===== src/rtl/inst_fetch_mem.sv =====
// Instruction memory: a program store that the bench loads, plus a valid/ready fetch port
// with a registered one-cycle read. Faulting fetches return NOP together with a fault code.
module inst_fetch_mem #(
  parameter int unsigned       DEPTH  = 16,
  parameter int unsigned       DATA_W = 32,
  parameter int unsigned       ADDR_W = 32,
  parameter logic [DATA_W-1:0] NOP    = DATA_W'(32'h0000_0013)
) (
  input  logic              clk,
  input  logic              rst_n,
  input  logic              load_we,
  input  logic [ADDR_W-1:0] load_addr,
  input  logic [DATA_W-1:0] load_data,
  input  logic              load_done,
  input  logic              load_start,
  output logic [15:0]       load_count,
  output logic              running,
  input  logic              fetch_req_valid,
  output logic              fetch_req_ready,
  input  logic [ADDR_W-1:0] fetch_addr,
  output logic              fetch_resp_valid,
  input  logic              fetch_resp_ready,
  output logic [DATA_W-1:0] fetch_inst,
  output logic [1:0]        fetch_fault
);

  localparam int unsigned IDX_W  = (DEPTH > 1) ? $clog2(DEPTH) : 1;
  localparam int unsigned WIDX_W = ADDR_W - 2;
  localparam logic [1:0]  FLT_OK    = 2'b00;
  localparam logic [1:0]  FLT_RANGE = 2'b01;
  localparam logic [1:0]  FLT_ALIGN = 2'b10;

  typedef enum logic [0:0] {S_LOAD = 1'b0, S_RUN = 1'b1} state_t;

  state_t              r_state;
  state_t              w_state_nxt;
  logic [DATA_W-1:0]   r_mem [0:DEPTH-1];
  logic [15:0]         r_load_count;
  logic                r_resp_valid;
  logic [DATA_W-1:0]   r_inst;
  logic [1:0]          r_fault;

  logic [WIDX_W-1:0]   w_load_idx;
  logic [WIDX_W-1:0]   w_fetch_idx;
  logic                w_load_ok;
  logic                w_fetch_mis;
  logic                w_fetch_oor;
  logic [IDX_W-1:0]    w_rd_idx;
  logic [DATA_W-1:0]   w_rd_word;
  logic                w_load_wr;
  logic                w_ready;
  logic                w_accept;
  logic                w_start;

  // Address decode: word index plus range and alignment qualification
  assign w_load_idx  = load_addr[ADDR_W-1:2];
  assign w_fetch_idx = fetch_addr[ADDR_W-1:2];
  assign w_load_ok   = (load_addr[1:0] == 2'b00) && (w_load_idx < WIDX_W'(DEPTH));
  assign w_fetch_mis = (fetch_addr[1:0] != 2'b00);
  assign w_fetch_oor = !(w_fetch_idx < WIDX_W'(DEPTH));
  // Out-of-range indices are steered to word 0 so the array is never addressed past DEPTH
  assign w_rd_idx    = w_fetch_oor ? '0 : w_fetch_idx[IDX_W-1:0];
  assign w_rd_word   = r_mem[w_rd_idx];

  always_ff @(posedge clk or negedge rst_n) begin
    if (!rst_n) r_state <= S_LOAD;
    else        r_state <= w_state_nxt;
  end

  // Mode transitions plus the per-mode write/accept qualifiers
  always_comb begin
    w_state_nxt = r_state;
    w_load_wr   = 1'b0;
    w_ready     = 1'b0;
    w_accept    = 1'b0;
    w_start     = 1'b0;
    case (r_state)
      S_LOAD: begin
        w_load_wr = load_we && w_load_ok;
        if (load_done) w_state_nxt = S_RUN;
      end
      S_RUN: begin
        w_ready  = (!r_resp_valid || fetch_resp_ready) && !load_start;
        w_accept = fetch_req_valid && w_ready;
        if (load_start) begin
          w_start     = 1'b1;
          w_state_nxt = S_LOAD;
        end
      end
      default: w_state_nxt = S_LOAD;
    endcase
  end

  always_ff @(posedge clk) begin
    if (w_load_wr) r_mem[w_load_idx[IDX_W-1:0]] <= load_data;
  end

  always_ff @(posedge clk or negedge rst_n) begin
    if (!rst_n)                                          r_load_count <= '0;
    else if (w_start)                                    r_load_count <= '0;
    else if (w_load_wr && (r_load_count != 16'hFFFF))    r_load_count <= r_load_count + 16'd1;
  end

  // Response register: misalignment outranks range error
  always_ff @(posedge clk or negedge rst_n) begin
    if (!rst_n) begin
      r_resp_valid <= 1'b0;
      r_inst       <= NOP;
      r_fault      <= FLT_OK;
    end else if (w_start) begin
      r_resp_valid <= 1'b0;
    end else if (w_accept) begin
      r_resp_valid <= 1'b1;
      if (w_fetch_mis) begin
        r_inst  <= NOP;
        r_fault <= FLT_ALIGN;
      end else if (w_fetch_oor) begin
        r_inst  <= NOP;
        r_fault <= FLT_RANGE;
      end else begin
        r_inst  <= w_rd_word;
        r_fault <= FLT_OK;
      end
    end else if (fetch_resp_ready) begin
      r_resp_valid <= 1'b0;
    end
  end

  assign load_count       = r_load_count;
  assign running          = (r_state == S_RUN);
  assign fetch_req_ready  = w_ready;
  assign fetch_resp_valid = r_resp_valid;
  assign fetch_inst       = r_inst;
  assign fetch_fault      = r_fault;

endmodule


===== config.mk =====
export PLATFORM = sky130hd
export DESIGN_NAME = inst_fetch_mem
export DESIGN_NICKNAME = d
export VERILOG_FILES = /design/src/rtl/inst_fetch_mem.sv
export SDC_FILE = /design/constraint.sdc
export NUM_CORES = 1
export LEC_CHECK = 0
export ABC_AREA = 1
export CAP_MARGIN = 20
export CORE_ASPECT_RATIO = 0.9
export CORE_UTILIZATION = 39
export DETAILED_ROUTE_END_ITERATION = 7
export PLACE_DENSITY = 0.63
export SYNTH_ARGS = -nofsm -noshare
export SYNTH_HDL_FRONTEND = slang
export SYNTH_SLANG_ARGS = --single-unit

===== constraint.sdc =====
create_clock -name clk -period 6.05 [get_ports clk]
set_input_delay 0.9075 -clock clk [delete_from_list [all_inputs] [get_ports clk]]
set_output_delay 0.9075 -clock clk [all_outputs]
set_load 0.02 [all_outputs]

==> impl_metrics.env, run 1 <==
export IMPL_worstHoldPathType="flop to flop"
export IMPL_ys_ff_latch=564
export IMPL_synth_area_leaders="edfxtp_1 (67%), nand3_1 (11%), nand2_1 (9.8%), dfrtp_1 (5.3%), inv_1 (1.1%)"
export IMPL_die_area_um2=59800
export IMPL_netlist_area_leader_share=0.670
export IMPL_post_dp_cell_area_um2=25400
export IMPL_clock_sinks=564
export IMPL_ant_nets=0
export IMPL_coreArea_um2=57600
export IMPL_yosys_warnings=0
export IMPL_clockBufferDepth=3
export IMPL_tightest_slew_ps=1120
export IMPL_min_period_ps=4320
export IMPL_skew_ps=16.3
export IMPL_wl_um=60400
export IMPL_grt_pass1_wl_um=91100
export IMPL_wire_per_inst_um=20.6
export IMPL_p_sw_uw=1580
export IMPL_async_reset_ff_frac=0.0922
export IMPL_r2r_start="running$_DFF_PN0_"
export IMPL_clockPowerShare=0.428
export IMPL_drtPass1Iterations=5
export IMPL_pwr_share_comb=0.030
export IMPL_grt_max_degree=95
export IMPL_row_count=83
export IMPL_cts_root_buf="clkbuf_16"
export IMPL_power_per_cell_area_nw_per_um2=289
export IMPL_synth_edff_count=512
export IMPL_vdd_drop_max_mv=0.177
export IMPL_routabilityCongestion=0.836
export IMPL_drive_above_1_share=0.0776
export IMPL_rsz0062_at_grt="false"
export IMPL_via_per_inst=5.35
export IMPL_setup_violations=0
export IMPL_hold_buffers=0
export IMPL_cts_resized=0
export IMPL_cts_setup_buffers=0
export IMPL_sw_frac_of_total=0.201
export IMPL_worstPathArrival_ps=4850
export IMPL_critPathMaxFanout=86
export IMPL_critPathLaunchType="input port"
export IMPL_nNetsFinal=2224
export IMPL_synth_fp_nets=2082
export IMPL_fmax_ghz=0.231
export IMPL_dp_hpwl_um=31800
export IMPL_relSlewSlack=0.253
export IMPL_intPower_uw=6290
export IMPL_syn_inst=1978
export IMPL_drc=0
export IMPL_cts_tree="done"
export IMPL_clk_latency_ps=590
export IMPL_outcome="finished clean"
export IMPL_grt_usage=0.201
export IMPL_yosys_area_top_type="edfxtp_1"
export IMPL_vias=15700
export IMPL_crit_path_end_kind="flop"
export IMPL_seq_power_share=0.542
export IMPL_syn2layout_area_growth_pct=18.7
export IMPL_cts_max_level=2
export IMPL_cp_required_ps=6580
export IMPL_start_util=0.398
export IMPL_hold_viol_final=0
export IMPL_grt_pass1_vias=15100
export IMPL_syn_cell_area_um2=23000
export IMPL_critPathLaunch="fetch_addr[17]"
export IMPL_synth_cell_types=34
export IMPL_io_buffers=155
export IMPL_drv_cap=0
export IMPL_finalSetupTns_ps=0
export IMPL_syn_avg_cell_area_um2=11.6
export IMPL_pin_count=156
export IMPL_crit_type="input port to flop"
export IMPL_drt_initial_drc_count=1759
export IMPL_overflow=0
export IMPL_slew_viol_final=0
export IMPL_hold_start="fetch_inst[25]$_DFFE_PN0P_"
export IMPL_stdcell_area_um2=27300
export IMPL_antenna_found_initial=4
export IMPL_layout_worst_path_cycle_share=0.714
export IMPL_die_h_um=232
export IMPL_synth_flop_cell="edfxtp_1"
export IMPL_dieWidth_um=258
export IMPL_cts_clk_slew_worst_paths_ps=60
export IMPL_cts_buffers=56
export IMPL_p_leak_uw=0.0100
export IMPL_ys_seq_area_frac=0.727
-- layout make-up --
type,count,area (um2)
inverter,69,264
fill,5101,30400
antenna,2,5.00
multi-input combinational,1234,5660
tap,765,957
clock inverter,24,209
timing repair buffer,195,1900
clock buffer,80,1570
sequential,564,16700
-- critical path, cell delays in order --
cell	delay, ps
clkdlybuf4s50_1	460
nor2_1	60
nand3_1	90
nor2_2	70
nand4_4	60
buf_4	670
buf_4	850
buf_4	830
nand2_1	120
nand3_1	140
nand3_1	120
nand3_1	100
nand3_1	100
nand2_1	70
-- logic make-up after synthesis --
group,Yosys count,synth area share
AO/OA/AOI/OAI,23,0.00638
XOR/XNOR,6,0.00229
adder cells (fa/ha/maj),1,0.000545
buffers and inverters,180,0.0336
flip-flops,564,0.727
AND/OR/NAND/NOR,1204,0.231
-- path summary, 6_finish.rpt --
check | end | cells past startpoint | slack [ps]
hold reg to reg | fetch_inst[25]$_DFFE_PN0P_ | 2 | 480
hold / removal | fetch_inst[25]$_DFFE_PN0P_ | 2 | 480
setup reg to reg | r_mem[15][10]$_DFFE_PP_ | 6 | 3080
max in group asynchronous | fetch_inst[18]$_DFFE_PN0P_ | 2 | 4890
setup / recovery | fetch_inst[22]$_DFFE_PN0P_ | 14 | 1730
min in group asynchronous | fetch_inst[28]$_DFFE_PN0P_ | 2 | 550
-- power groups by stage --
stage	Sequential, uW	Combinational, uW	Clock [uW]
detailed placement	4350	237	0
finish	4270	238	3370
floorplan	4360	56.8	0
CTS	4270	238	3420
global placement	4350	231	0
global route	4270	259	3570
-- synth_stat cells, drive strengths merged (6+ instances only) --
library cell and instances:
edfxtp 512, dfrtp 49, nor4 6, or2 9, a21oi 7, nand4 8
inv 68, o31ai 6, xor2 6, nand2 602, nor3 14, clkbuf 52
nand3 493, nor2 65, buf 59
-- registers in the layout, indices dropped and copies added (netlist names) --
name              count
r_mem               512
fetch_inst           32
load_count           16
fetch_fault           2
fetch_resp_valid      1
running               1
-- placed cells by master, fill, tap and decap left out, types with 6 or more instances in the layout --
cell,n
o31ai_1,6
nor2_4,17
nand2_1,597
clkdlybuf4s50_1,153
clkinv_2,10
dfrtp_1,49
buf_4,37
a21oi_1,7
clkbuf_1,17
nor3_1,12
or2_2,9
nand4_1,6
nor2_1,44
edfxtp_1,512
inv_1,65
clkbuf_8,6
xor2_1,6
nand3_1,492
clkbuf_16,57
clkinv_1,9
nor4_1,6
-- stage by stage --
stage / worst slack, ps / total power [uW] / instances / hold WS (ps) / util
floorplan: 2580 / 4420 / 1978 / 591 / -
global placement: 1270 / 4580 / 2824 / 464 / 0.441
detailed placement: 1190 / 4590 / 2825 / 466 / 0.441
CTS: 1820 / 7930 / 2929 / 483 / 0.472
global route: 1450 / 8100 / 2932 / 502 / 0.473
finish: 1730 / 7870 / 2933 / 477 / 0.473
-- layer usage --
layer  GRT usage  part of all wire
met1       0.281              0.44
met3      0.0348             0.085
met4      0.0594             0.024
met5           0           0.00045
met2       0.322              0.45
No activity file was read; power rests on OpenSTA's default activity.
==> inputs of run 2 (changes only) <==
PLACE_DENSITY = 0.65   (was 0.63)
clock period = 3.9 ns   (was 6.05 ns; I/O delays follow)
==> impl_metrics.env, run 2 (same netlist as run 1, synthesis figures left out) <==
export IMPL_clockBufferDepth=3
export IMPL_antenna_found_initial=1
export IMPL_tightest_slew_ps=773
export IMPL_skew_ps=16.6
export IMPL_pin_count=156
export IMPL_outcome="finished clean"
export IMPL_syn2layout_area_growth_pct=19.9
export IMPL_cts_resized=0
export IMPL_p_sw_uw=2490
export IMPL_overflow=0
export IMPL_drt_initial_drc_count=1811
export IMPL_seq_power_share=0.540
export IMPL_slew_viol_final=0
export IMPL_drv_cap=0
export IMPL_cts_setup_buffers=0
export IMPL_nNetsFinal=2238
export IMPL_critPathLaunchType="input port"
export IMPL_wire_per_inst_um=20.7
export IMPL_rsz0062_at_grt="false"
export IMPL_worstHoldPathType="input port to async pin"
export IMPL_power_per_cell_area_nw_per_um2=445
export IMPL_dp_hpwl_um=33800
export IMPL_coreArea_um2=57600
export IMPL_setup_violations=0
export IMPL_finalSetupTns_ps=0
export IMPL_via_per_inst=5.38
export IMPL_drtPass1Iterations=5
export IMPL_cts_root_buf="clkbuf_16"
export IMPL_cts_max_level=2
export IMPL_row_count=83
export IMPL_mostFrequentLayoutCell="nand2_1"
export IMPL_fmax_ghz=0.378
export IMPL_grt_max_degree=100
export IMPL_grt_pass1_wl_um=92600
export IMPL_drc=0
export IMPL_largest_reg_flops=512
export IMPL_min_period_ps=2640
export IMPL_ant_nets=0
export IMPL_vias=15900
export IMPL_vdd_drop_max_mv=0.344
export IMPL_relSlewSlack=0.485
export IMPL_grt_pass1_vias=15600
export IMPL_clk_latency_ps=620
export IMPL_cts_tree="done"
export IMPL_cts_buffers=57
export IMPL_clock_sinks=564
export IMPL_intPower_uw=9760
export IMPL_hold_buffers=0
export IMPL_wl_um=61100
export IMPL_cp_required_ps=4390
export IMPL_dieWidth_um=258
export IMPL_crit_type="input port to flop"
export IMPL_worstPathArrival_ps=3130
export IMPL_routabilityCongestion=0.845
export IMPL_drive_above_1_share=0.0816
export IMPL_io_buffers=155
export IMPL_crit_path_end_kind="flop"
export IMPL_start_util=0.398
export IMPL_hold_viol_final=0
export IMPL_layout_common_cells="nand2_1 (597), edfxtp_1 (512), nand3_1 (492), clkdlybuf4s50_1 (153), inv_1 (65)"
export IMPL_finalPower_uw=12300
export IMPL_grt_usage=0.203
export IMPL_critPathMaxFanout=46
export IMPL_fillCellCount=5083
export IMPL_layout_worst_path_cycle_share=0.678
export IMPL_pwr_share_comb=0.030
export IMPL_num_antenna_cells=0
export IMPL_clockPowerShare=0.429
export IMPL_p_leak_uw=0.0101
export IMPL_die_area_um2=59800
export IMPL_die_h_um=232
export IMPL_cts_clk_slew_worst_paths_ps=60
export IMPL_sw_frac_of_total=0.203
-- run 2: cell types whose count changed in the layout (fill, tap and decap cells not counted), sizes merged --
cell / delta
buf: +13
bufinv: -1
inv: +1
clkbuf: +7
diode: -2
clkinv: -5
-- run 2: layer usage --
| metal | GRT usage | share of wire | vias up |
|---|---|---|---|
| met2 | 0.328 | 0.46 | 773 |
| met3 | 0.0353 | 0.087 | 92 |
| met5 | 0 | 0.00021 | - |
| met1 | 0.282 | 0.43 | 7750 |
| li1 | - | - | 7246 |
| met4 | 0.0584 | 0.021 | 2 |
-- run 2: final timing paths --
kind	slack, ps	start	to	depth (start not counted)
hold reg to reg	480	fetch_inst[24]$_DFFE_PN0P_	fetch_inst[24]$_DFFE_PN0P_	2
setup reg to reg	1540	running$_DFF_PN0_	r_mem[10][31]$_DFFE_PP_	7
hold / removal	20	rst_n	fetch_inst[31]$_DFFE_PN0P_	1
min in group clk	480	fetch_inst[24]$_DFFE_PN0P_	fetch_inst[24]$_DFFE_PN0P_	2
setup / recovery	1260	fetch_addr[20]	fetch_inst[12]$_DFFE_PN0P_	14
max in group asynchronous	2880	rst_n	fetch_inst[18]$_DFFE_PN0P_	2
-- run 2: power by group through the flow --
stage	Clock, uW	Sequential (uW)	Combinational [uW]
after floorplan	0	6770	88.1
after global placement	0	6750	363
after detailed placement	0	6750	372
after CTS	5350	6620	374
after global routing	5560	6620	401
final	5260	6620	371
-- run 2: critical path, stage by stage --
cell	delay (ps)
clkdlybuf4s50_1	420
nor2_1	160
nand2_1	80
nor2_2	240
nand2_1	170
nor2_2	210
nand2_4	90
inv_2	340
buf_12	320
nand3_1	120
nand3_1	100
nand3_1	80
nand3_1	110
nand2_1	70
-- run 2: layout make-up --
| cell class | instances | area, um2 | area share |
|---|---|---|---|
| Clock buffer | 87 | 1630 | 0.0592 |
| Clock inverter | 19 | 170 | 0.00618 |
| Inverter | 69 | 260 | 0.00946 |
| Multi-Input combinational cell | 1234 | 5660 | 0.206 |
| Sequential cell | 564 | 16700 | 0.606 |
| Tap cell | 765 | 957 | 0.0348 |
| Timing Repair Buffer | 208 | 2170 | 0.0787 |
-- run 2: per-stage QoR --
step | utilization | hold slack (ps) | setup WS, ps | area (um2) | std cells
after global placement | 0.446 | 470 | 732 | 25700 | 2840
after floorplan | - | 289 | 756 | 23000 | 1978
after CTS | 0.478 | 14.5 | 1290 | 27500 | 2946
after detailed placement | 0.446 | 472 | 637 | 25700 | 2840
after global routing | 0.478 | 25.7 | 1130 | 27500 | 2946
final | 0.478 | 15.7 | 1260 | 27500 | 2946
==> inputs of run 3 (changes only) <==
PLACE_DENSITY = 0.63   (was 0.65)
clock period = 2.6 ns   (was 3.9 ns; I/O delays follow)
==> impl_metrics.env, run 3 (same netlist as run 1, synthesis figures left out) <==
export IMPL_routabilityCongestion=0.838
export IMPL_grt_usage=0.204
export IMPL_cts_resized=0
export IMPL_crit_type="flop to primary output"
export IMPL_r2r_start="running$_DFF_PN0_"
export IMPL_worstHoldPathType="input port to async pin"
export IMPL_p_sw_uw=3770
export IMPL_drc=0
export IMPL_clk_latency_ps=610
export IMPL_dp_hpwl_um=34300
export IMPL_timing_rr_end="r_mem[0][30]$_DFFE_PP_"
export IMPL_io_buffers=155
export IMPL_clockBufferDepth=3
export IMPL_cts_tree="done"
export IMPL_clock_sinks=564
export IMPL_setup_ws_ps=207
export IMPL_min_period_ps=2390
export IMPL_drive_above_1_share=0.104
export IMPL_die_h_um=232
export IMPL_fillCellCount=5042
export IMPL_vias=15800
export IMPL_relSlewSlack=0.559
export IMPL_sw_frac_of_total=0.201
export IMPL_grt_pass1_vias=15800
export IMPL_intPower_uw=15000
export IMPL_layout_worst_path_cycle_share=0.920
export IMPL_cts_max_level=2
export IMPL_cts_clk_slew_worst_paths_ps=60
export IMPL_finalPower_uw=18800
export IMPL_pin_count=156
export IMPL_syn2layout_area_growth_pct=23.1
export IMPL_vdd_drop_max_mv=0.419
export IMPL_setup_violations=0
export IMPL_clockPowerShare=0.440
export IMPL_skew_ps=18.6
export IMPL_coreArea_um2=57600
export IMPL_mostFrequentLayoutCell="nand2_1"
export IMPL_drt_initial_drc_count=1741
export IMPL_seq_power_share=0.530
export IMPL_nNetsFinal=2277
export IMPL_die_area_um2=59800
export IMPL_outcome="finished clean"
export IMPL_wl_um=60800
export IMPL_pwr_share_comb=0.030
export IMPL_fmax_ghz=0.418
export IMPL_grt_pass1_wl_um=93200
export IMPL_cp_required_ps=2210
export IMPL_tightest_slew_ps=660
export IMPL_cts_buffers=57
export IMPL_critPathLaunchType="flop"
export IMPL_ant_nets=0
export IMPL_wire_per_inst_um=20.4
export IMPL_drv_cap=0
export IMPL_dieWidth_um=258
export IMPL_cts_root_buf="clkbuf_16"
export IMPL_hold_viol_final=0
export IMPL_drtPass1Iterations=5
export IMPL_finalSetupTns_ps=0
export IMPL_worstPathArrival_ps=2000
export IMPL_row_count=83
export IMPL_reg2regPathDepth=6
export IMPL_critPathMaxFanout=2
export IMPL_power_per_cell_area_nw_per_um2=664
export IMPL_via_per_inst=5.31
export IMPL_slew_viol_final=0
export IMPL_p_leak_uw=0.0105
export IMPL_antenna_found_initial=1
export IMPL_grt_max_degree=101
export IMPL_r2r_setup_slack_ps=460
export IMPL_largest_reg_flops=512
export IMPL_overflow=0
export IMPL_rsz0062_at_grt="false"
export IMPL_pre_cts_ws_ps=-197
export IMPL_crit_path_end_kind="primary output"
export IMPL_layout_common_cells="nand2_1 (597), edfxtp_1 (512), nand3_1 (492), clkdlybuf4s50_1 (153), inv_1 (65)"
export IMPL_start_util=0.398
==> run 3: cell types whose count changed in the layout (fill, tap and decap cells not counted) <==
cell / delta
buf_12: +27
clkinv_2: +13
clkbuf_1: -12
buf_4: +11
bufinv_16: +5
clkbuf_8: -2
clkinv_1: -2
inv_6: +2
clkbuf_16: -1
clkinv_8: -1
diode_2: +1
dlygate4sd3_1: +1
inv_16: -1
==> run 3: per-layer routing <==
metal | global-route usage | wire, um
met1 | 0.286 | 26300
met2 | 0.328 | 28300
met3 | 0.0315 | 4930
met4 | 0.0621 | 1280
met5 | 0 | 0
==> run 3: per-stage QoR <==
stage	utilization	cells	hold slack, ps	cell area [um2]
after floorplan	-	1978	94.4	23000
after global placement	0.457	2878	443	26300
after detailed placement	0.457	2878	446	26300
after CTS	0.490	2986	341	28200
after global routing	0.490	2987	378	28300
final	0.490	2987	347	28300
==> run 3: worst max-delay path: stages (launching register included) <==
cell and delay, ps:
dfrtp_1 390, inv_1 60, nor2_1 50, nor3b_2 260
clkdlybuf4s50_1 650
==> run 3: power groups by stage <==
stage | logic, uW | registers, uW | clock network, uW
2_1_floorplan | 133 | 10100 | 0
3_3_place_gp | 560 | 10100 | 0
3_5_place_dp | 573 | 10100 | 0
4_1_cts | 575 | 9930 | 8420
5_1_grt | 618 | 9930 | 8760
6_report | 570 | 9940 | 8260
==> run 3: repair_timing <==
action                    in CTS  in global routing
hold buffers                   1                  0
setup buffers                  0                  0
hold endpoints to repair      49                  0
==> run 3: worst max path at each step <==
stage,startpoint,end,slack (ps),cells past startpoint
6_report,fetch_resp_valid$_DFFE_PN0P_,fetch_req_ready,210,4
5_1_grt,fetch_resp_valid$_DFFE_PN0P_,fetch_req_ready,110,4
3_3_place_gp,load_addr[0],r_mem[0][30]$_DFFE_PP_,-170,7
2_1_floorplan,load_addr[0],r_mem[10][0]$_DFFE_PP_,-350,5
3_5_place_dp,load_addr[0],r_mem[0][29]$_DFFE_PP_,-200,7
4_1_cts,fetch_resp_valid$_DFFE_PN0P_,fetch_req_ready,140,4
==> run 3: cell type report <==
class | instances | area [um2] | area share
tap | 765 | 957 | 0.0339
clock inverter | 35 | 359 | 0.0127
clock buffer | 72 | 1530 | 0.0543
sequential | 564 | 16700 | 0.590
multi-input combinational | 1234 | 5660 | 0.200
antenna | 1 | 2.50 | 0.0000886
inverter | 69 | 260 | 0.00921
timing repair buffer | 247 | 2800 | 0.0991
